File: src/rtl/cnn_layer_seq_if.sv
// ---------------------------------------------------------------------------
// cnn_layer_seq_if
//   Control/configuration bundle between the LeNet-5 layer scheduler and its
//   surroundings (host control, layer engines, BRAM address configuration).
//
//   Handshake semantics: `start` is a request sampled only while the scheduler
//   is idle; each `layer_start` bit is a one-cycle pulse to one engine, and
//   the matching `layer_done` bit is the engine's completion (level or pulse),
//   observed only while that engine is the one being waited on.
//
//   Modports:
//     master : host/engine side (drives start, abort, layer_done)
//     slave  : the scheduler (drives status, layer_start and configuration)
//
//   Signals:
//     start, abort       run request / synchronous abort
//     done, error, busy  run status levels
//     layer_start        one-hot per-engine start pulse
//     layer_done         per-engine completion
//     cur_layer          active (or last) layer index
//     in_sel, in_base    input source select and base address
//     w_base, out_base   weight base and TEMP output base
//     run_cycles         saturating run-length counter
//     state_dbg          scheduler FSM state, for observation only
// ---------------------------------------------------------------------------
interface cnn_layer_seq_if #(
    parameter int unsigned NUM_LAYERS = 4,
    parameter int unsigned ADDR_W     = 32
);
    logic                  start;
    logic                  abort;
    logic                  done;
    logic                  error;
    logic                  busy;
    logic [NUM_LAYERS-1:0] layer_start;
    logic [NUM_LAYERS-1:0] layer_done;
    logic [2:0]            cur_layer;
    logic                  in_sel;
    logic [ADDR_W-1:0]     in_base;
    logic [ADDR_W-1:0]     w_base;
    logic [ADDR_W-1:0]     out_base;
    logic [31:0]           run_cycles;
    logic [2:0]            state_dbg;

    modport master (
        output start, abort, layer_done,
        input  done, error, busy, layer_start, cur_layer, in_sel,
               in_base, w_base, out_base, run_cycles, state_dbg
    );

    modport slave (
        input  start, abort, layer_done,
        output done, error, busy, layer_start, cur_layer, in_sel,
               in_base, w_base, out_base, run_cycles, state_dbg
    );
endinterface

File: src/rtl/cnn_layer_seq.sv
// ---------------------------------------------------------------------------
// cnn_layer_seq
//   Layer scheduler for the LeNet-5 accelerator. Runs the layer engines one
//   at a time (ISSUE a start pulse, WAIT for that engine's done, NEXT layer),
//   and drives the BRAM base-address configuration for the active layer.
//   Output regions ping-pong between REGION_A_BASE and REGION_B_BASE in the
//   TEMP BRAM so every layer reads its predecessor's result. A per-layer
//   watchdog flags a hung engine; run_cycles measures the whole run.
//
//   Ports:
//     clk  : system clock, rising edge
//     rst  : asynchronous, active-high reset
//     bus  : cnn_layer_seq_if.slave (control, engine handshake, config, status)
// ---------------------------------------------------------------------------
module cnn_layer_seq #(
    parameter int unsigned                  NUM_LAYERS    = 4,
    parameter int unsigned                  ADDR_W        = 32,
    parameter logic [NUM_LAYERS*ADDR_W-1:0] W_BASE_TABLE  = {32'h0C00, 32'h0200, 32'h0100, 32'h0000},
    parameter logic [ADDR_W-1:0]            REGION_A_BASE = 32'h0000,
    parameter logic [ADDR_W-1:0]            REGION_B_BASE = 32'h1000,
    parameter int unsigned                  TIMEOUT_CYC   = 1000000
) (
    input logic            clk,
    input logic            rst,
    cnn_layer_seq_if.slave bus
);

    typedef enum logic [2:0] {
        S_IDLE  = 3'd0,
        S_ISSUE = 3'd1,
        S_WAIT  = 3'd2,
        S_NEXT  = 3'd3,
        S_FIN   = 3'd4,
        S_ERR   = 3'd5
    } state_t;

    localparam logic [2:0]            LAST_LAYER = 3'(NUM_LAYERS - 1);
    localparam logic [NUM_LAYERS-1:0] ONE_HOT0   = NUM_LAYERS'(1);

    state_t                 state;
    state_t                 state_nx;

    logic                   done_q;
    logic                   error_q;
    logic [2:0]             cur_layer_q;
    logic                   in_sel_q;
    logic [ADDR_W-1:0]      in_base_q;
    logic [ADDR_W-1:0]      w_base_q;
    logic [ADDR_W-1:0]      out_base_q;
    logic [31:0]            run_cycles_q;
    logic [31:0]            wd_cnt;
    // Set once the current engine's done line has been seen low after its
    // ISSUE, so a level left high from an earlier run cannot complete a layer.
    logic                   armed;

    logic [NUM_LAYERS-1:0]  cur_mask;
    logic                   cur_done;
    logic                   accept;
    logic                   busy_w;
    logic                   abort_hit;

    function automatic logic [ADDR_W-1:0] w_of(input logic [2:0] idx);
        w_of = W_BASE_TABLE[int'(idx)*ADDR_W +: ADDR_W];
    endfunction

    assign cur_mask  = ONE_HOT0 << cur_layer_q;
    assign cur_done  = |(bus.layer_done & cur_mask);
    assign accept    = armed && cur_done;
    assign busy_w    = (state == S_ISSUE) || (state == S_WAIT) || (state == S_NEXT);
    assign abort_hit = bus.abort && (state != S_IDLE);

    // -----------------------------------------------------------------------
    // FSM state register
    // -----------------------------------------------------------------------
    always_ff @(posedge clk or posedge rst) begin
        if (rst) begin
            state <= S_IDLE;
        end else begin
            state <= state_nx;
        end
    end

    // -----------------------------------------------------------------------
    // FSM next-state logic; abort overrides every transition
    // -----------------------------------------------------------------------
    always_comb begin
        state_nx = state;
        case (state)
            S_IDLE: begin
                if (bus.start) begin
                    state_nx = S_ISSUE;
                end
            end
            S_ISSUE: state_nx = S_WAIT;
            S_WAIT: begin
                // A completion in the same cycle as expiry wins.
                if (accept) begin
                    state_nx = S_NEXT;
                end else if (wd_cnt == TIMEOUT_CYC - 1) begin
                    state_nx = S_ERR;
                end
            end
            S_NEXT: begin
                if (cur_layer_q == LAST_LAYER) begin
                    state_nx = S_FIN;
                end else begin
                    state_nx = S_ISSUE;
                end
            end
            S_FIN:   state_nx = S_IDLE;
            S_ERR:   state_nx = S_IDLE;
            default: state_nx = S_IDLE;
        endcase
        if (abort_hit) begin
            state_nx = S_IDLE;
        end
    end

    // -----------------------------------------------------------------------
    // Datapath: configuration, status, watchdog and run counter
    // -----------------------------------------------------------------------
    always_ff @(posedge clk or posedge rst) begin
        if (rst) begin
            done_q       <= 1'b0;
            error_q      <= 1'b0;
            cur_layer_q  <= 3'd0;
            in_sel_q     <= 1'b0;
            in_base_q    <= '0;
            w_base_q     <= W_BASE_TABLE[ADDR_W-1:0];
            out_base_q   <= REGION_A_BASE;
            run_cycles_q <= 32'd0;
            wd_cnt       <= 32'd0;
            armed        <= 1'b0;
        end else if (abort_hit) begin
            done_q  <= 1'b0;
            error_q <= 1'b0;
        end else begin
            if (busy_w && (run_cycles_q != 32'hFFFF_FFFF)) begin
                run_cycles_q <= run_cycles_q + 32'd1;
            end

            case (state)
                S_IDLE: begin
                    if (bus.start) begin
                        done_q       <= 1'b0;
                        error_q      <= 1'b0;
                        run_cycles_q <= 32'd0;
                        cur_layer_q  <= 3'd0;
                        in_sel_q     <= 1'b0;
                        in_base_q    <= '0;
                        w_base_q     <= w_of(3'd0);
                        out_base_q   <= REGION_A_BASE;
                    end
                end
                S_ISSUE: begin
                    wd_cnt <= 32'd0;
                    armed  <= !cur_done;
                end
                S_WAIT: begin
                    wd_cnt <= wd_cnt + 32'd1;
                    if (!cur_done) begin
                        armed <= 1'b1;
                    end
                end
                S_NEXT: begin
                    // Load the next layer's configuration so it is already
                    // stable in that layer's ISSUE cycle.
                    if (cur_layer_q != LAST_LAYER) begin
                        cur_layer_q <= cur_layer_q + 3'd1;
                        in_sel_q    <= 1'b1;
                        in_base_q   <= out_base_q;
                        out_base_q  <= (out_base_q == REGION_A_BASE) ? REGION_B_BASE
                                                                     : REGION_A_BASE;
                        w_base_q    <= w_of(cur_layer_q + 3'd1);
                    end
                end
                default: ;
            endcase

            // Status levels rise on entry to FIN/ERR and hold until the next start.
            if (state_nx == S_FIN) begin
                done_q <= 1'b1;
            end
            if (state_nx == S_ERR) begin
                done_q  <= 1'b1;
                error_q <= 1'b1;
            end
        end
    end

    // -----------------------------------------------------------------------
    // Outputs
    // -----------------------------------------------------------------------
    assign bus.done        = done_q;
    assign bus.error       = error_q;
    assign bus.busy        = busy_w;
    assign bus.layer_start = ((state == S_ISSUE) && !bus.abort) ? cur_mask : '0;
    assign bus.cur_layer   = cur_layer_q;
    assign bus.in_sel      = in_sel_q;
    assign bus.in_base     = in_base_q;
    assign bus.w_base      = w_base_q;
    assign bus.out_base    = out_base_q;
    assign bus.run_cycles  = run_cycles_q;
    assign bus.state_dbg   = state;

endmodule

File: src/flat_wrapper.sv
// flat-port wrapper written by rule: the top's interface ports become plain ports
module cnn_layer_seq_flat 
#(
    parameter int unsigned                  NUM_LAYERS    = 4,
    parameter int unsigned                  ADDR_W        = 32,
    parameter logic [NUM_LAYERS*ADDR_W-1:0] W_BASE_TABLE  = {32'h0C00, 32'h0200, 32'h0100, 32'h0000},
    parameter logic [ADDR_W-1:0]            REGION_A_BASE = 32'h0000,
    parameter logic [ADDR_W-1:0]            REGION_B_BASE = 32'h1000,
    parameter int unsigned                  TIMEOUT_CYC   = 1000000
)
  (clk, rst, bus_start, bus_abort, bus_layer_done, bus_done, bus_error, bus_busy, bus_layer_start, bus_cur_layer, bus_in_sel, bus_in_base, bus_w_base, bus_out_base, bus_run_cycles, bus_state_dbg);
  cnn_layer_seq_if #(.NUM_LAYERS(NUM_LAYERS), .ADDR_W(ADDR_W)) bus_i ();
  input logic clk;
  input logic rst;
  input wire logic [$bits(bus_i.start)-1:0] bus_start;
  input wire logic [$bits(bus_i.abort)-1:0] bus_abort;
  input wire logic [$bits(bus_i.layer_done)-1:0] bus_layer_done;
  output wire logic [$bits(bus_i.done)-1:0] bus_done;
  output wire logic [$bits(bus_i.error)-1:0] bus_error;
  output wire logic [$bits(bus_i.busy)-1:0] bus_busy;
  output wire logic [$bits(bus_i.layer_start)-1:0] bus_layer_start;
  output wire logic [$bits(bus_i.cur_layer)-1:0] bus_cur_layer;
  output wire logic [$bits(bus_i.in_sel)-1:0] bus_in_sel;
  output wire logic [$bits(bus_i.in_base)-1:0] bus_in_base;
  output wire logic [$bits(bus_i.w_base)-1:0] bus_w_base;
  output wire logic [$bits(bus_i.out_base)-1:0] bus_out_base;
  output wire logic [$bits(bus_i.run_cycles)-1:0] bus_run_cycles;
  output wire logic [$bits(bus_i.state_dbg)-1:0] bus_state_dbg;
  assign bus_i.start = bus_start;
  assign bus_i.abort = bus_abort;
  assign bus_i.layer_done = bus_layer_done;
  assign bus_done = bus_i.done;
  assign bus_error = bus_i.error;
  assign bus_busy = bus_i.busy;
  assign bus_layer_start = bus_i.layer_start;
  assign bus_cur_layer = bus_i.cur_layer;
  assign bus_in_sel = bus_i.in_sel;
  assign bus_in_base = bus_i.in_base;
  assign bus_w_base = bus_i.w_base;
  assign bus_out_base = bus_i.out_base;
  assign bus_run_cycles = bus_i.run_cycles;
  assign bus_state_dbg = bus_i.state_dbg;
  cnn_layer_seq #(.NUM_LAYERS(NUM_LAYERS), .ADDR_W(ADDR_W), .W_BASE_TABLE(W_BASE_TABLE), .REGION_A_BASE(REGION_A_BASE), .REGION_B_BASE(REGION_B_BASE), .TIMEOUT_CYC(TIMEOUT_CYC)) u_core (.clk(clk), .rst(rst), .bus(bus_i));
endmodule
File: config.mk
export PLATFORM = sky130hd
export DESIGN_NAME = cnn_layer_seq_flat
export DESIGN_NICKNAME = d
export VERILOG_FILES = /design/src/rtl/cnn_layer_seq_if.sv /design/src/rtl/cnn_layer_seq.sv /design/src/flat_wrapper.sv
export SDC_FILE = /design/constraint.sdc
export NUM_CORES = 1
export LEC_CHECK = 0
export CAP_MARGIN = 5
export CORE_MARGIN = 2
export CORE_UTILIZATION = 40
export DETAILED_ROUTE_END_ITERATION = 12
export HOLD_SLACK_MARGIN = 0.08
export PLACE_DENSITY = 0.7
export SYNTH_ARGS = -nofsm -noshare
export SYNTH_HDL_FRONTEND = slang
export SYNTH_SLANG_ARGS = --single-unit
File: constraint.sdc
create_clock -name clk -period 4 [get_ports clk]
set_clock_uncertainty 0.2 [all_clocks]
set_input_delay 1 -clock clk [delete_from_list [all_inputs] [get_ports clk]]
set_output_delay 1 -clock clk [all_outputs]
set_load 0.02 [all_outputs]
==> run metrics <==
synthesized area per cell 8.90 um^2; DRC viols 0; CTS Buffer Depth 2; post-DR wirelength/cell 14.0 um; Num Clock Sinks 79; pwr dens 411 mW/mm^2; layout cells sized above 1 6.18%; cell accounting for the most synthesized area dfrtp_1; # diodes 0; cell count after synthesis 566; worst r2r dst u_core.wd_cnt[24]; Inserted Clock Buffers 9; Total Wirelength 11200 um; simple logic cell fraction of the synthesized area 25.6%; hold-critical path depth 1; Setup WS pre-CTS 0.143 ns; leak pwr 2.45 nW; setup_tns 0 ns; number of synthesized flops with an enable pin 0; initial antenna violation count 0; die width 116 um; crit path DAT 2.64 ns; post-CTS setup buffers 0; Post-synth top cells buf_4 (91), dfrtp_1 (79), nor2_1 (51), nand2_1 (48); Hold Buf Count CTS 0; RSZ-0062 raised after global routing no; Initial Util 41.4%; final hold vios 0; synth warn 0; clock period minus worst slack 3.84 ns; routability cong. 0.851; reg-to-reg setup timing slack 1.09 ns; status finished, final reports clean; Ports 150; CTS HTree Levels 3; DRT iter0 DRCs 179; latest clock arrival within the worst-skew pair 0.34 ns; post_cts resized 0; Final Worst Setup Slack 0.161 ns; Hold/Removal Path Class reg -> reg; CP Max Fanout 5; DRT Pass-1 Iters 4; Netlist cell types 51; GRT overflow 0; core area 0.0122 mm^2; RR Startpoint u_core.bus.state_dbg[2]; CTS tree built; sink of the worst hold path u_core.bus.done; Detail Route Antenna Nets 0; vias in the first global route 3877; Req. time, crit path 2.80 ns; multi-input logic area 0.00261 mm^2; Synth Area in Adders 2.48%; Filler Cell Count 1158; Via density 5.15; synthesis-to-layout area growth 15.4%; Post-DP HPWL 8200 um; hold path start u_core.bus.done; slew at the pin closest to its max-slew limit 0.925 ns; die height 116 um; ys flop type dfrtp_1; worst vdd rail ir drop 223 uV; asr flop ratio synth 100%; max-slew violations 0; Die ar. 0.0135 mm^2; Max Cap Viol 0; Crit. End Element output pin; Crit Path Category in -> out; Setup violations, final 0; max_slew headroom 38.2%; Area contributors post-synth dfrtp_1 (39%), buf_4 (14%), nor2_1 (3.8%); synthesis-stage register bit count 79; Final Cycle Share 96.0%; layout net count 645; mux cell area share after synthesis 0.795%; register area 0.00198 mm^2; vias post-DR 4116; max frequency 0.261 GHz; total power 2.39 mW; row count 40; Tot GR Track Use 17.5%; clock transition at the registers of the reported paths 0.06 ns; synthesized cell area 0.00504 mm^2; worst r2r path cells 5; cell with the most instances after synthesis buf_4; first-pass GRT wire length 18700 um; CP Launch Type primary input; XOR/XNOR share of the synthesized area 5.91%; port bufs 59; Crit. Startpoint bus_abort; clock root buffer master clkbuf_16; Compound-Gate Fraction of Synth Area 10.1%; Synth top area share 39.3%; largest net degree at the start of global routing 32; largest family of logic cells by synthesized area simple AND/OR/NAND/NOR gates; Seq/Total Area, Yosys 39.3%
## routing by layer
layer	routed length [um]	global-route usage, %
met1	4790	21.4
met3	615	4.67
met2	5620	29.7
met4	194	6.83
met5	0	0
## report_power, final
group / switching, mW / internal (mW) / leakage [nW]
logic: 0.409 / 0.209 / 1.21
clock network: 0.314 / 0.512 / 0.145
registers: 0.0931 / 0.853 / 1.09
total: 0.816 / 1.57 / 2.45
## stage by stage
step | instance area (um^2) | hold WS [ns] | cells | util [%]
floorplan | 5370 | 0.285 | 655 | -
global route | 5810 | 0.305 | 799 | 47.8
finish | 5810 | 0.276 | 799 | 47.8
detailed placement | 5510 | 0.274 | 784 | 45.3
global placement | 5510 | 0.269 | 784 | 45.3
CTS | 5810 | 0.284 | 799 | 47.8
## how the worst max path moves through the flow
stage,to,slack (ns),cells past startpoint
after floorplan,bus_layer_start[2],0.70,4
after global placement,bus_layer_start[0],0.16,5
after detailed placement,bus_layer_start[2],0.14,5
after CTS,bus_layer_start[2],0.14,5
after global routing,bus_layer_start[2],0.07,5
final,bus_layer_start[2],0.16,5
## sequential cells by signal, indices dropped and copies added (netlist names)
signal	flops
u_core.bus.run_cycles	32
u_core.wd_cnt	32
u_core.bus.cur_layer	3
u_core.bus.state_dbg	3
u_core.bus.w_base	3
u_core.armed	1
u_core.bus.done	1
u_core.bus.error	1
u_core.bus.in_base	1
u_core.bus.in_sel	1
u_core.bus.out_base	1
## placed cells by master, fill, tap and decap left out, drive strengths merged, types with 6 or more instances in the layout
master and instances:
xnor2 18, nand3 25, o211ai 6, clkdlybuf4s50 59, clkbuf 12, dfrtp 79
ha 10, inv 11, nand2 48, and3 6, nor4 13, or3 9
or4 20, and4 9, buf 10, o31ai 16, a21oi 20, nor2 51
nand4 25, or2 7, xor2 16, nor3 10, conb 90, o21ai 21
## area by class of cell
class | instances | share of cell area, %
repair buffers | 69 | 11.7
clock buffers | 12 | 4.41
inverters | 11 | 0.710
clock inverters | 3 | 0.732
flip-flops and latches | 79 | 34.0
multi-input cells | 457 | 44.9
well taps | 168 | 3.62
## worst max-delay path, cell delays in order
cell	delay [ns]
clkdlybuf4s50_1	0.41
or2_0	0.23
nor2_2	0.21
and3_1	0.18
clkdlybuf4s50_1	0.60
## cell families (layout without fill, tap and decap cells)
kind of cell / count (synthesis) / in the layout
AOI/OAI and AO/OA: 79 / 79
xor gates and xnor gates: 34 / 34
adders and majority gates: 10 / 10
buffers and inverters: 119 / 95
DFF: 79 / 79
muxes: 4 / 4
other: 1 / 90
and+or+nand+nor: 240 / 240
(Power assumes the default switching activity.)
